<file path="config.mk">
export PLATFORM = sky130hd
export DESIGN_NAME = clk_rst_reset_sequencer
export DESIGN_NICKNAME = d
export VERILOG_FILES = /design/src/rtl/clk_rst_reset_sequencer.sv
export SDC_FILE = /design/constraint.sdc
export NUM_CORES = 1
export LEC_CHECK = 0
export ABC_AREA = 1
export CELL_PAD_IN_SITES_DETAIL_PLACEMENT = 1
export CELL_PAD_IN_SITES_GLOBAL_PLACEMENT = 1
export CORE_ASPECT_RATIO = 0.75
export CORE_MARGIN = 2
export CORE_UTILIZATION = 32
export CTS_BUF_LIST = sky130_fd_sc_hd__clkbuf_4
export DETAILED_ROUTE_END_ITERATION = 7
export PLACE_DENSITY_LB_ADDON = 0.1
export SLEW_MARGIN = 15
export SYNTH_ARGS = -nofsm -noshare
export SYNTH_HDL_FRONTEND = slang
export SYNTH_SLANG_ARGS = --single-unit
</file>
<file path="constraint.sdc">
create_clock -name clk -period 4.1 [get_ports clk]
set_input_delay 0.41 -clock clk [delete_from_list [all_inputs] [get_ports clk]]
set_output_delay 0.41 -clock clk [all_outputs]
set_load 0.01 [all_outputs]
</file>
<file path="src/rtl/clk_rst_reset_sequencer.sv">
// Per-domain reset sequencer: hold all domain resets, then release
// them in index order with programmable gaps; software re-run handshake.
module clk_rst_reset_sequencer #(
  parameter int FANOUT      = 4,
  parameter int DLY_W       = 8,
  parameter int HOLD_CYCLES = 16
) (
  input  logic                    clk,
  input  logic                    reset,
  input  logic                    sw_rst_req,
  output logic                    sw_rst_ack,
  input  logic [FANOUT*DLY_W-1:0] dly_cfg,
  output logic [FANOUT-1:0]       rst_out_n,
  output logic                    seq_busy,
  output logic                    seq_done
);

  localparam int HW = $clog2(HOLD_CYCLES + 1);
  localparam int IW = (FANOUT > 1) ? $clog2(FANOUT) : 1;

  typedef enum logic [1:0] {
    ASSERT  = 2'd0,
    RELEASE = 2'd1,
    IDLE    = 2'd2
  } state_t;

  state_t state, state_n;

  logic [HW-1:0]           hold_cnt, hold_n;
  logic [IW-1:0]           idx, idx_n;
  logic [DLY_W-1:0]        dly_cnt, dly_n;
  logic [FANOUT*DLY_W-1:0] dly_lat, lat_n;
  logic [FANOUT-1:0]       rst_n_n;
  logic                    req_q;
  logic                    ack_n, busy_n, done_n;

  logic [DLY_W-1:0] dly_arr [FANOUT];
  logic [DLY_W-1:0] cur_dly;
  logic             hold_done, dly_hit, last_idx;

  always_comb begin
    for (int i = 0; i < FANOUT; i++) begin
      dly_arr[i] = dly_lat[i*DLY_W +: DLY_W];
    end
  end

  assign cur_dly   = dly_arr[idx];
  assign hold_done = (hold_cnt == HW'(HOLD_CYCLES - 1));
  assign dly_hit   = (dly_cnt == cur_dly);
  assign last_idx  = (idx == IW'(FANOUT - 1));

  always_ff @(posedge clk or posedge reset) begin
    if (reset) state <= ASSERT;
    else       state <= state_n;
  end

  always_comb begin
    state_n = state;
    if (sw_rst_req) begin
      state_n = ASSERT;
    end else begin
      case (state)
        ASSERT:  if (hold_done) state_n = RELEASE;
        RELEASE: if (dly_hit && last_idx) state_n = IDLE;
        IDLE:    state_n = IDLE;
        default: state_n = ASSERT;
      endcase
    end
  end

  always_comb begin
    hold_n  = hold_cnt;
    idx_n   = idx;
    dly_n   = dly_cnt;
    lat_n   = dly_lat;
    rst_n_n = rst_out_n;
    ack_n   = sw_rst_req & ~req_q;
    busy_n  = (state_n != IDLE);
    done_n  = (state_n == IDLE);
    if (sw_rst_req) begin
      hold_n  = '0;
      idx_n   = '0;
      dly_n   = '0;
      rst_n_n = '0;
    end else begin
      case (state)
        ASSERT: begin
          rst_n_n = '0;
          if (hold_done) begin
            idx_n = '0;
            dly_n = '0;
            lat_n = dly_cfg;
          end else if (hold_cnt != HW'(HOLD_CYCLES)) begin
            hold_n = hold_cnt + HW'(1);
          end
        end
        RELEASE: begin
          // compare before counting so a gap of 2^DLY_W-1 never wraps
          if (dly_hit) begin
            rst_n_n[idx] = 1'b1;
            dly_n        = '0;
            if (!last_idx) idx_n = idx + IW'(1);
          end else begin
            dly_n = dly_cnt + DLY_W'(1);
          end
        end
        IDLE:    rst_n_n = '1;
        default: rst_n_n = '0;
      endcase
    end
  end

  always_ff @(posedge clk or posedge reset) begin
    if (reset) begin
      hold_cnt   <= '0;
      idx        <= '0;
      dly_cnt    <= '0;
      dly_lat    <= '0;
      rst_out_n  <= '0;
      req_q      <= 1'b0;
      sw_rst_ack <= 1'b0;
      seq_busy   <= 1'b1;
      seq_done   <= 1'b0;
    end else begin
      hold_cnt   <= hold_n;
      idx        <= idx_n;
      dly_cnt    <= dly_n;
      dly_lat    <= lat_n;
      rst_out_n  <= rst_n_n;
      req_q      <= sw_rst_req;
      sw_rst_ack <= ack_n;
      seq_busy   <= busy_n;
      seq_done   <= done_n;
    end
  end

endmodule

</file>
==> run summary <==
Worst r2r src - state[1]
H-Tree Depth - 3
Clock root cell - clkbuf_4
Fraction of the mapped netlist area in adder cells - 0.0493
Fin. Hold Viols - 0
Startpoint types - flip-flop
Setup bufs post-CTS - 0
Congestion Overflow GR - 0
DR WL/cell - 14.4 um
Layout fillers - 1090
Top-level I/O count - 42
Async SR Flop Fraction - 1.00
R2R Path End - dly_cnt[6]
Synth area leaders - dfrtp_1 46%, mux2_2 12%, nand2_1 11%
Top-area cell type share of the netlist area - 0.460
Max cap viols - 0
Worst r2r path cells - 9
Post-synthesis compound-gate area fraction - 0.0386
Share of layout cells above drive strength 1 - 0.197
#FFs+latches synth - 57
CTS tree - done
Die X - 117 um
Vias - 2356
Worst-path clk slew - 0.11 ns
Crit path DAT - 2.83 ns
Initial antenna violation count - 0
Min-delay src - req_q
Post-DP HPWL - 5540 um
Maximum vdd drop - 0.109 mV
Flop2flop setup slack - 1.61 ns
Mux share of post-synthesis cell area - 0.118
Synth warn - 0
CP endpoint kind - flip-flop
Synth Instances - 325
RSZ-0062 raised after global routing - false
Syn Nets - 372
Initial core utilization - 0.333
XOR/XNOR Fraction of Synth Area - 0.00862
Headroom to the max-slew limit - 0.478
CP max FO - 15
Multi-input gate area - 0.00142 mm2
Slew @ Worst Pin - 0.783 ns
Post-Syn Area - 0.00305 mm2
Post-synthesis simple-gate area fraction - 0.252
Clk_lat worst skew - 0.41 ns
Max frequency - 0.402 GHz
Die Area - 0.0103 mm2
PwrDens - 282 mW/mm2
Top-count cell post-synth - nand2_1
Register area - 0.00143 mm2
N_diodes - 0
# nets final - 418
Pre-CTS setup slack - 1.52 ns
GP Congestion - 0.821
# port buffers - 41
Max Slew Vio Count - 0
Area growth syn-to-layout - 21.6%
Commonest cells post-synth - 88 x nand2_1, 56 x dfrtp_1, 34 x nand3_1
Setup TNS - 0 ns
Hold Buf Count CTS - 0
Leading area contributor after synthesis - dfrtp_1
Kind of critical path - reg2reg
Largest family of logic cells by synthesized area - simple AND/OR/NAND/NOR gates
Vias in the first global route - 2409
Min-delay worst type - reg2reg
Final WL - 7250 um
WP data required - 4.44 ns
Crit share post-route - 0.607
Clk buf depth - 2
First-pass GRT wire length - 12300 um
Starting DRT DRC Count - 57
Pleak - 1.80 nW
Hold path depth - 1
Post-synth EDFFs - 0
Core Footprint - 0.00916 mm2
Outcome - completed
Final setup skew - 0.0126 ns
Register area share after synthesis - 0.468
Critical Path Start - state[1]
WHS Endpoint - sw_rst_ack
Final worst slack - 1.61 ns
Mean post-synth cell area - 9.38 um2
Final Core Density - 0.405
Final setup viols - 0
Netlist cell types - 32
DRC Markers - 0
DRT Pass-1 Iters - 4
Clock sinks - 57
Post-CTS Resized - 0
Placement Rows - 30
Vias per Instance - 4.67
Min cycle time layout - 2.49 ns
Primary FF master, synth - dfrtp_1
Largest net degree at the start of global routing - 36
All-Layer GR Usage - 0.157
Die height - 88.5 um
Num CTS Buffers - 9
Post-route ant nets - 0
==> layout by cell type (no fill, tap or decap) <==
| master | instances |
|---|---|
| o21ai_1 | 2 |
| bufinv_16 | 1 |
| nand3_1 | 34 |
| nand3_2 | 5 |
| inv_6 | 1 |
| o21ai_0 | 12 |
| inv_1 | 30 |
| nand3_4 | 1 |
| nor3b_1 | 1 |
| clkdlybuf4s50_1 | 41 |
| o211ai_1 | 1 |
| a22oi_1 | 1 |
| and3_1 | 2 |
| nand2_8 | 1 |
| clkinv_2 | 2 |
| clkbuf_4 | 9 |
| ha_1 | 12 |
| nand2_1 | 88 |
| buf_4 | 2 |
| nor2_4 | 2 |
| xor2_1 | 3 |
| a21oi_1 | 4 |
| nand4_1 | 4 |
| inv_2 | 2 |
| nor3_1 | 4 |
| nand2_4 | 1 |
| o211ai_2 | 1 |
| clkinv_4 | 1 |
| nor2_2 | 2 |
| dfstp_2 | 1 |
| mux2_2 | 32 |
| dfrtp_1 | 56 |
| nand2_2 | 7 |
| clkinvlp_4 | 3 |
| nor2_1 | 7 |
==> final cells by class <==
class	instances	area share
clock inverter	7	0.0193
multi-input combinational	227	0.384
tap	128	0.0432
sequential	57	0.385
inverter	33	0.0348
timing repair buffer	43	0.115
clock buffer	9	0.0182
==> flip-flops by register name, summed over array words and instances (netlist names) <==
register / count
idx: 2
sw_rst_ack: 1
state: 2
seq_busy: 1
hold_cnt: 5
dly_cnt: 8
dly_lat: 32
req_q: 1
rst_out_n: 4
seq_done: 1
==> report_power, final <==
group	total (W)	switching, W	internal [W]	leakage, nW
registers	0.000568	0.00000268	0.000566	0.787
logic	0.0000617	0.0000269	0.0000347	0.945
clock network	0.000415	0.000231	0.000184	0.0679
==> critical path: stages (launching register included) <==
cell and delay, ns:
dfrtp_1 0.44, inv_1 0.11, ha_1 0.28, inv_1 0.13, o211ai_2 0.56, nand2_1 0.18, nor3_1 0.33, nand2_1 0.11
xor2_1 0.16, a21oi_1 0.12
==> metrics by stage <==
stage	cell area, um2	hold slack (ns)	total power [W]	std cells
2_1_floorplan	3050	0.378	0.000599	325
3_3_place_gp	3570	0.385	0.000641	488
3_5_place_dp	3570	0.393	0.000643	488
4_1_cts	3700	0.408	0.00107	504
5_1_grt	3700	0.429	0.00110	504
6_report	3700	0.405	0.00105	504
==> layer usage <==
| metal | global-route usage | up-vias | wire, um |
|---|---|---|---|
| met4 | 0.0578 | 0 | 114 |
| met5 | 0 | - | 0 |
| li1 | - | 1162 | - |
| met3 | 0.0411 | 10 | 222 |
| met2 | 0.219 | 32 | 2930 |
| met1 | 0.232 | 1152 | 3980 |
==> kinds of logic after synthesis <==
family,after synthesis
AO/OA/AOI/OAI,21
XOR/XNOR,3
adder cells (fa/ha/maj),12
buffers and inverters,41
flip-flops,57
multiplexers,32
AND/OR/NAND/NOR,159
==> worst max-delay path by stage <==
stage	end	slack, ns
final	dly_cnt[6]	1.61
after CTS	dly_cnt[6]	1.61
after global routing	dly_cnt[6]	1.36
after floorplan	dly_cnt[0]	2.29
after detailed placement	dly_cnt[6]	1.52
after global placement	dly_cnt[6]	1.56
(Power assumes the default switching activity.)
